[src/rtl/iob_fifo_sync_asym_if.sv]
// rtl/iob_fifo_sync_asym_if.sv - user-side write/read/level bundle for iob_fifo_sync_asym
// Almost flags appear only when IOB_FIFO_ALMOST_FLAGS_EN is defined.
interface iob_fifo_sync_asym_if #(
  parameter int W_DATA_W = 32,
  parameter int R_DATA_W = 8,
  parameter int ADDR_W   = 4
);
  logic                w_en;
  logic [W_DATA_W-1:0] w_data;
  logic                w_full;
  logic                r_en;
  logic [R_DATA_W-1:0] r_data;
  logic                r_empty;
  logic [ADDR_W:0]     level;
`ifdef IOB_FIFO_ALMOST_FLAGS_EN
  logic                almost_full;
  logic                almost_empty;

  modport master (
    output w_en, w_data, r_en,
    input  w_full, r_data, r_empty, level, almost_full, almost_empty
  );
  modport slave (
    input  w_en, w_data, r_en,
    output w_full, r_data, r_empty, level, almost_full, almost_empty
  );
`else
  modport master (
    output w_en, w_data, r_en,
    input  w_full, r_data, r_empty, level
  );
  modport slave (
    input  w_en, w_data, r_en,
    output w_full, r_data, r_empty, level
  );
`endif
endinterface

[src/rtl/iob_fifo_sync_asym.sv]
// rtl/iob_fifo_sync_asym.sv - single-clock asymmetric-width FIFO over N external symmetric memory blocks
// Optional almost_full/almost_empty flags are enabled by defining IOB_FIFO_ALMOST_FLAGS_EN.
module iob_fifo_sync_asym #(
  parameter int W_DATA_W        = 32,
  parameter int R_DATA_W        = 8,
  parameter int ADDR_W          = 4,
  parameter int ALMOST_FULL_TH  = 2,
  parameter int ALMOST_EMPTY_TH = 2,
  localparam int MAXDATA_W = (W_DATA_W > R_DATA_W) ? W_DATA_W : R_DATA_W,
  localparam int MINDATA_W = (W_DATA_W > R_DATA_W) ? R_DATA_W : W_DATA_W,
  localparam int N         = MAXDATA_W / MINDATA_W,
  localparam int LOG_N     = $clog2(N),
  localparam int MINADDR_W = ADDR_W - LOG_N
) (
  input  logic                     clk,
  input  logic                     rst,
  iob_fifo_sync_asym_if.slave      bus,
  output logic [N-1:0]             ext_mem_w_en,
  output logic [MINADDR_W*N-1:0]   ext_mem_w_addr,
  output logic [MINDATA_W*N-1:0]   ext_mem_w_data,
  output logic                     ext_mem_r_en,
  output logic [MINADDR_W*N-1:0]   ext_mem_r_addr,
  input  logic [MINDATA_W*N-1:0]   ext_mem_r_data
);

  localparam int W_RATIO = W_DATA_W / MINDATA_W;
  localparam int R_RATIO = R_DATA_W / MINDATA_W;
  localparam int LOG_W   = $clog2(W_RATIO);
  localparam int LOG_R   = $clog2(R_RATIO);
  localparam int WPTR_W  = ADDR_W + 1 - LOG_W;
  localparam int RPTR_W  = ADDR_W + 1 - LOG_R;

  localparam logic [ADDR_W:0] FULL_LIM = (ADDR_W+1)'((1 << ADDR_W) - W_RATIO);
  localparam logic [ADDR_W:0] R_INC    = (ADDR_W+1)'(R_RATIO);

  logic [WPTR_W-1:0] wptr, wptr_next;
  logic [RPTR_W-1:0] rptr, rptr_next;
  logic [ADDR_W:0]   level_q, level_next;
  logic              w_full_q, r_empty_q;
  logic              wr_acc, rd_acc;

  assign wr_acc = bus.w_en & ~w_full_q;
  assign rd_acc = bus.r_en & ~r_empty_q;

  // Scaling both wrapping pointers to narrow-word units gives occupancy modulo
  // 2^(ADDR_W+1), identical to level + W_RATIO*wr_acc - R_RATIO*rd_acc.
  always_comb begin
    wptr_next  = wptr + WPTR_W'(wr_acc);
    rptr_next  = rptr + RPTR_W'(rd_acc);
    level_next = ((ADDR_W+1)'(wptr_next) << LOG_W) - ((ADDR_W+1)'(rptr_next) << LOG_R);
  end

  always_ff @(posedge clk or posedge rst) begin
    if (rst) begin
      wptr      <= '0;
      rptr      <= '0;
      level_q   <= '0;
      w_full_q  <= 1'b0;
      r_empty_q <= 1'b1;
    end else begin
      wptr      <= wptr_next;
      rptr      <= rptr_next;
      level_q   <= level_next;
      w_full_q  <= (level_next > FULL_LIM);
      r_empty_q <= (level_next < R_INC);
    end
  end

  assign bus.level   = level_q;
  assign bus.w_full  = w_full_q;
  assign bus.r_empty = r_empty_q;

`ifdef IOB_FIFO_ALMOST_FLAGS_EN
  localparam logic [ADDR_W:0] DEPTH  = (ADDR_W+1)'(1 << ADDR_W);
  localparam logic [ADDR_W:0] AF_LIM = (ADDR_W+1)'(ALMOST_FULL_TH);
  localparam logic [ADDR_W:0] AE_LIM = (ADDR_W+1)'(ALMOST_EMPTY_TH);

  logic almost_full_q, almost_empty_q;

  always_ff @(posedge clk or posedge rst) begin
    if (rst) begin
      almost_full_q  <= 1'b0;
      almost_empty_q <= 1'b1;
    end else begin
      almost_full_q  <= ((DEPTH - level_next) <= AF_LIM);
      almost_empty_q <= (level_next <= AE_LIM);
    end
  end

  assign bus.almost_full  = almost_full_q;
  assign bus.almost_empty = almost_empty_q;
`endif

  if (W_RATIO == N) begin : g_wide_wr
    for (genvar j = 0; j < N; j++) begin : g_lane
      assign ext_mem_w_en[j] = wr_acc;
      assign ext_mem_w_addr[j*MINADDR_W +: MINADDR_W] = wptr[MINADDR_W-1:0];
      assign ext_mem_w_data[j*MINDATA_W +: MINDATA_W] = bus.w_data[j*MINDATA_W +: MINDATA_W];
    end
  end else begin : g_narrow_wr
    // Consecutive narrow words rotate across blocks so a wide read sees them LSB-first.
    for (genvar j = 0; j < N; j++) begin : g_lane
      assign ext_mem_w_en[j] = wr_acc && (wptr[LOG_N-1:0] == LOG_N'(j));
      assign ext_mem_w_addr[j*MINADDR_W +: MINADDR_W] = wptr[ADDR_W-1:LOG_N];
      assign ext_mem_w_data[j*MINDATA_W +: MINDATA_W] = bus.w_data;
    end
  end

  assign ext_mem_r_en = rd_acc;

  if (R_RATIO == N) begin : g_wide_rd
    for (genvar j = 0; j < N; j++) begin : g_lane
      assign ext_mem_r_addr[j*MINADDR_W +: MINADDR_W] = rptr[MINADDR_W-1:0];
    end
    assign bus.r_data = ext_mem_r_data;
  end else begin : g_narrow_rd
    logic [LOG_N-1:0] lane_sel;

    // Lane select is aligned with the memory's registered read data.
    always_ff @(posedge clk or posedge rst) begin
      if (rst) begin
        lane_sel <= '0;
      end else if (rd_acc) begin
        lane_sel <= rptr[LOG_N-1:0];
      end
    end

    for (genvar j = 0; j < N; j++) begin : g_lane
      assign ext_mem_r_addr[j*MINADDR_W +: MINADDR_W] = rptr[ADDR_W-1:LOG_N];
    end
    assign bus.r_data = ext_mem_r_data[lane_sel*MINDATA_W +: MINDATA_W];
  end

endmodule
[src/flat_wrapper.sv]
// flat-port wrapper written by rule: the top's interface ports become plain ports
module iob_fifo_sync_asym_flat 
#(
  parameter int W_DATA_W        = 32,
  parameter int R_DATA_W        = 8,
  parameter int ADDR_W          = 4,
  parameter int ALMOST_FULL_TH  = 2,
  parameter int ALMOST_EMPTY_TH = 2,
  localparam int MAXDATA_W = (W_DATA_W > R_DATA_W) ? W_DATA_W : R_DATA_W,
  localparam int MINDATA_W = (W_DATA_W > R_DATA_W) ? R_DATA_W : W_DATA_W,
  localparam int N         = MAXDATA_W / MINDATA_W,
  localparam int LOG_N     = $clog2(N),
  localparam int MINADDR_W = ADDR_W - LOG_N
)
  (clk, rst, ext_mem_w_en, ext_mem_w_addr, ext_mem_w_data, ext_mem_r_en, ext_mem_r_addr, ext_mem_r_data, bus_w_en, bus_w_data, bus_r_en, bus_w_full, bus_r_data, bus_r_empty, bus_level);
  iob_fifo_sync_asym_if #(.W_DATA_W(W_DATA_W), .R_DATA_W(R_DATA_W), .ADDR_W(ADDR_W)) bus_i ();
  input  logic clk;
  input  logic rst;
  output logic [N-1:0] ext_mem_w_en;
  output logic [MINADDR_W*N-1:0] ext_mem_w_addr;
  output logic [MINDATA_W*N-1:0] ext_mem_w_data;
  output logic ext_mem_r_en;
  output logic [MINADDR_W*N-1:0] ext_mem_r_addr;
  input  logic [MINDATA_W*N-1:0] ext_mem_r_data;
  input wire logic [$bits(bus_i.w_en)-1:0] bus_w_en;
  input wire logic [$bits(bus_i.w_data)-1:0] bus_w_data;
  input wire logic [$bits(bus_i.r_en)-1:0] bus_r_en;
  output wire logic [$bits(bus_i.w_full)-1:0] bus_w_full;
  output wire logic [$bits(bus_i.r_data)-1:0] bus_r_data;
  output wire logic [$bits(bus_i.r_empty)-1:0] bus_r_empty;
  output wire logic [$bits(bus_i.level)-1:0] bus_level;
  assign bus_i.w_en = bus_w_en;
  assign bus_i.w_data = bus_w_data;
  assign bus_i.r_en = bus_r_en;
  assign bus_w_full = bus_i.w_full;
  assign bus_r_data = bus_i.r_data;
  assign bus_r_empty = bus_i.r_empty;
  assign bus_level = bus_i.level;
  iob_fifo_sync_asym #(.W_DATA_W(W_DATA_W), .R_DATA_W(R_DATA_W), .ADDR_W(ADDR_W), .ALMOST_FULL_TH(ALMOST_FULL_TH), .ALMOST_EMPTY_TH(ALMOST_EMPTY_TH)) u_core (.clk(clk), .rst(rst), .bus(bus_i), .ext_mem_w_en(ext_mem_w_en), .ext_mem_w_addr(ext_mem_w_addr), .ext_mem_w_data(ext_mem_w_data), .ext_mem_r_en(ext_mem_r_en), .ext_mem_r_addr(ext_mem_r_addr), .ext_mem_r_data(ext_mem_r_data));
endmodule
[config.mk]
export PLATFORM = sky130hd
export DESIGN_NAME = iob_fifo_sync_asym_flat
export DESIGN_NICKNAME = d
export VERILOG_FILES = /design/src/rtl/iob_fifo_sync_asym_if.sv /design/src/rtl/iob_fifo_sync_asym.sv /design/src/flat_wrapper.sv
export SDC_FILE = /design/constraint.sdc
export NUM_CORES = 1
export LEC_CHECK = 0
export BUFFER_PORTS_ARGS = -buffer_cell sky130_fd_sc_hd__buf_2
export CORE_MARGIN = 2
export CORE_UTILIZATION = 38
export CTS_CLUSTER_DIAMETER = 150
export DETAILED_ROUTE_END_ITERATION = 8
export PLACE_DENSITY = 0.95
export RECOVER_POWER = 25
export SLEW_MARGIN = 25
export SYNTH_ARGS = -nofsm -noshare
export SYNTH_HDL_FRONTEND = slang
export SYNTH_SLANG_ARGS = --single-unit
[constraint.sdc]
create_clock -name clk -period 5.09 [get_ports clk]
set_clock_uncertainty 0.2 [all_clocks]
set_input_delay 0.509 -clock clk [delete_from_list [all_inputs] [get_ports clk]]
set_output_delay 0.509 -clock clk [all_outputs]
set_load 0.005 [all_outputs]
==> metrics <==
remaining antenna violation count=0; syn avg cell area=around 11 µm²; fin crit share=0.538; H-Tree Depth=1; Resized cells post-CTS=0; CTS max path bufs=2; critical path class=flop to flop; startpoint types=flop; grt met3 use=0.0380; initial antenna violation count=0; gate count of the mapped netlist=about 120; crit path time final=roughly 2.7 ns; Worst VDD drop=0.391 mV; most frequent cell after synthesis=buf_4; grt ovf=0; Layout area overhead=2.62%; final worst slack=approximately 2.4 ns; post-DP HPWL=roughly 1900 µm; Yosys warning count=0; Synth cell types=18; port bufs=between 70 and 80; Slew @ Worst Pin=between 0.5 and 0.6 ns; Maximum Capacitance Violations=0; clock network latency to the later pin of the worst-skew pair=~0.29 ns; Yosys reg bits=16; top-area cell type share of the netlist area=0.309; vias per cell=4.37; Total Nets Final=roughly 210; area of the core=approximately 3300 µm²; Leakage=around 0.70 nW; sequential fraction of the synthesis area=0.312; met1 Usage GRT=0.124; number of global-route vias before repair=between 700 and 800; Inserted Diodes=0; Synth Cell Area=1290 µm²; drt initial violations=12; Die Span X=62.2 µm; wire length of the first global-routing pass=3420 µm; worst reg2reg endpoint=u_core.bus.r_empty$_DFF_PP1_; post-synthesis mux area share=0.157; WL final=approximately 2200 µm; Setup TNS=0 ns; main combinational cell family by area after synthesis=buffers and inverters; RSZ-0062 raised after global routing=no; post-synth top area cell=buf_4; Die Ht=between 60 and 70 µm; Worst Setup SP=u_core.bus.r_empty$_DFF_PP1_; CTS tree=yes; Required @ worst endpoint=slightly above 5 ns; # fillers=318; Post-synth EDFFs=0; Setup Fix Bufs, Post-CTS=0; Die ar.=3870 µm²; routed length per instance=approximately 12 µm; grt peak-use layer=met2; Top FF cell, synth=dfrtp_1; GP Congestion=roughly 0.83; Power Dens Cells=687 nW/µm²; Critical Path Fanout Max=4; Top-Level Pins=approximately 140; top post-synthesis cells by area=buf_4, dfrtp_1, mux4_2; Post-synth ARST share=1.00; layout cells sized above 1=0.647; Synth Area in XOR/XNOR=0.0738; routing usage on met2=0.189; synth cell count leaders=buf_4, dfrtp_1, inv_1, mux4_2, ha_1; DRT Pass-1 Iters=4; final count of hold timing violations=0; Root Driver=clkbuf_4; adder and majority cell fraction of the synthesized area=0.0835; reg-to-reg setup timing slack=2.35 ns; dpl ws=~2.2 ns; Clock Sinks=16; Min-Delay Path Class=input pin to asynchronous set/reset pin; Tot GR Track Use=0.112; Reg area=between 400 and 500 µm²; Syn Nets=190; Rows=21; Compound-Gate Fraction of Synth Area=0.00583; Vias=796; outcome=completed; Starting Density=0.392; # DRC=0; cells on worst reg2reg path=9; largest net degree at the start of global routing=17; number of buffers created by CTS=3; Setup crit end kind=flop; footprint of the multi-input gates=around 450 µm²; Max Slew Vio Count=0; maximum clock rate=0.365 GHz; crit path DAT=2.76 ns; hold_buf cts=0; # setup viols final=0; Reg clk slew, reported paths=approximately 0.090 ns; R2R Path Start=u_core.bus.r_empty$_DFF_PP1_; Slew HR=0.605; simple-gate share of the synthesized area=0.0301
==> stage by stage <==
stage | area (µm²) | std cells | utilization | hold WS [ns] | power [mW]
6_report | 1320 | 182 | 0.403 | 0.0643 | 0.909
5_1_grt | 1320 | 182 | 0.403 | 0.107 | 0.980
4_1_cts | 1320 | 182 | 0.403 | 0.0693 | 0.924
3_5_place_dp | 1300 | 178 | 0.395 | 0.267 | 0.845
3_3_place_gp | 1300 | 178 | 0.395 | 0.265 | 0.823
2_1_floorplan | 1290 | 116 | - | 0.222 | 0.762
==> registers in the layout, indices dropped and copies added, names as in the netlist <==
name and cells:
u_core.bus.w_full 1, u_core.wptr 3, u_core.bus.r_empty 1, u_core.rptr 5
u_core.g_narrow_rd.lane_sel 2, u_core.bus.level 4
==> area by class of cell <==
type,instances,share of cell area
Multi-Input combinational cell,37,0.342
Sequential cell,16,0.304
Inverter,8,0.0227
Timing Repair Buffer,71,0.269
Clock buffer,4,0.0199
Tap cell,46,0.0435
==> critical path, stage by stage, from the launching register on <==
cell	delay (ns)
dfstp_2	0.54
nor2b_1	0.08
ha_1	0.21
ha_1	0.31
inv_1	0.07
ha_1	0.21
maj3_2	0.30
maj3_2	0.33
xnor2_2	0.21
and4_1	0.22
==> per-layer routing <==
metal  routed length, µm  vias to the layer above  share of wire
li1                    -                      371              -
met1                 832                      373           0.37
met2                1090                       49           0.49
met3                 270                        3           0.12
met4                  35                        0          0.016
met5                   0                        -              0
==> cells by family (layout without fill, tap and decap cells) <==
family | Yosys count | after routing
buffers and inverters | 63 | 83
flip-flops | 16 | 16
XOR/XNOR | 10 | 10
multiplexers | 10 | 10
adder cells (fa/ha/maj) | 9 | 9
AND/OR/NAND/NOR | 7 | 7
AO/OA/AOI/OAI | 1 | 1
==> layout by cell type (no fill, tap or decap), drive strengths merged <==
cell type  instances
nor2b              2
nand3              2
mux2               2
o31ai              1
dfstp              1
clkbuf             4
inv                8
and4               1
xor2               4
xnor2              6
nor2               2
maj3               3
ha                 6
mux4               8
buf               71
dfrtp             15
==> how the worst max path moves through the flow <==
stage,to,depth (start not counted),slack [ns]
final,u_core.bus.r_empty$_DFF_PP1_,9,2.35
after global routing,u_core.bus.r_empty$_DFF_PP1_,9,2.20
after CTS,u_core.bus.r_empty$_DFF_PP1_,9,2.33
after detailed placement,u_core.bus.r_empty$_DFF_PP1_,10,2.19
after global placement,u_core.bus.r_empty$_DFF_PP1_,10,2.31
after floorplan,u_core.bus.r_empty$_DFF_PP1_,9,2.44
==> power breakdown <==
part / internal [mW] / total, mW / switching (mW)
logic: 0.306 / 0.569 / 0.263
clock network: 0.0305 / 0.0690 / 0.0385
registers: 0.199 / 0.271 / 0.0724
total: 0.535 / 0.909 / 0.374
(Power assumes the default switching activity.)
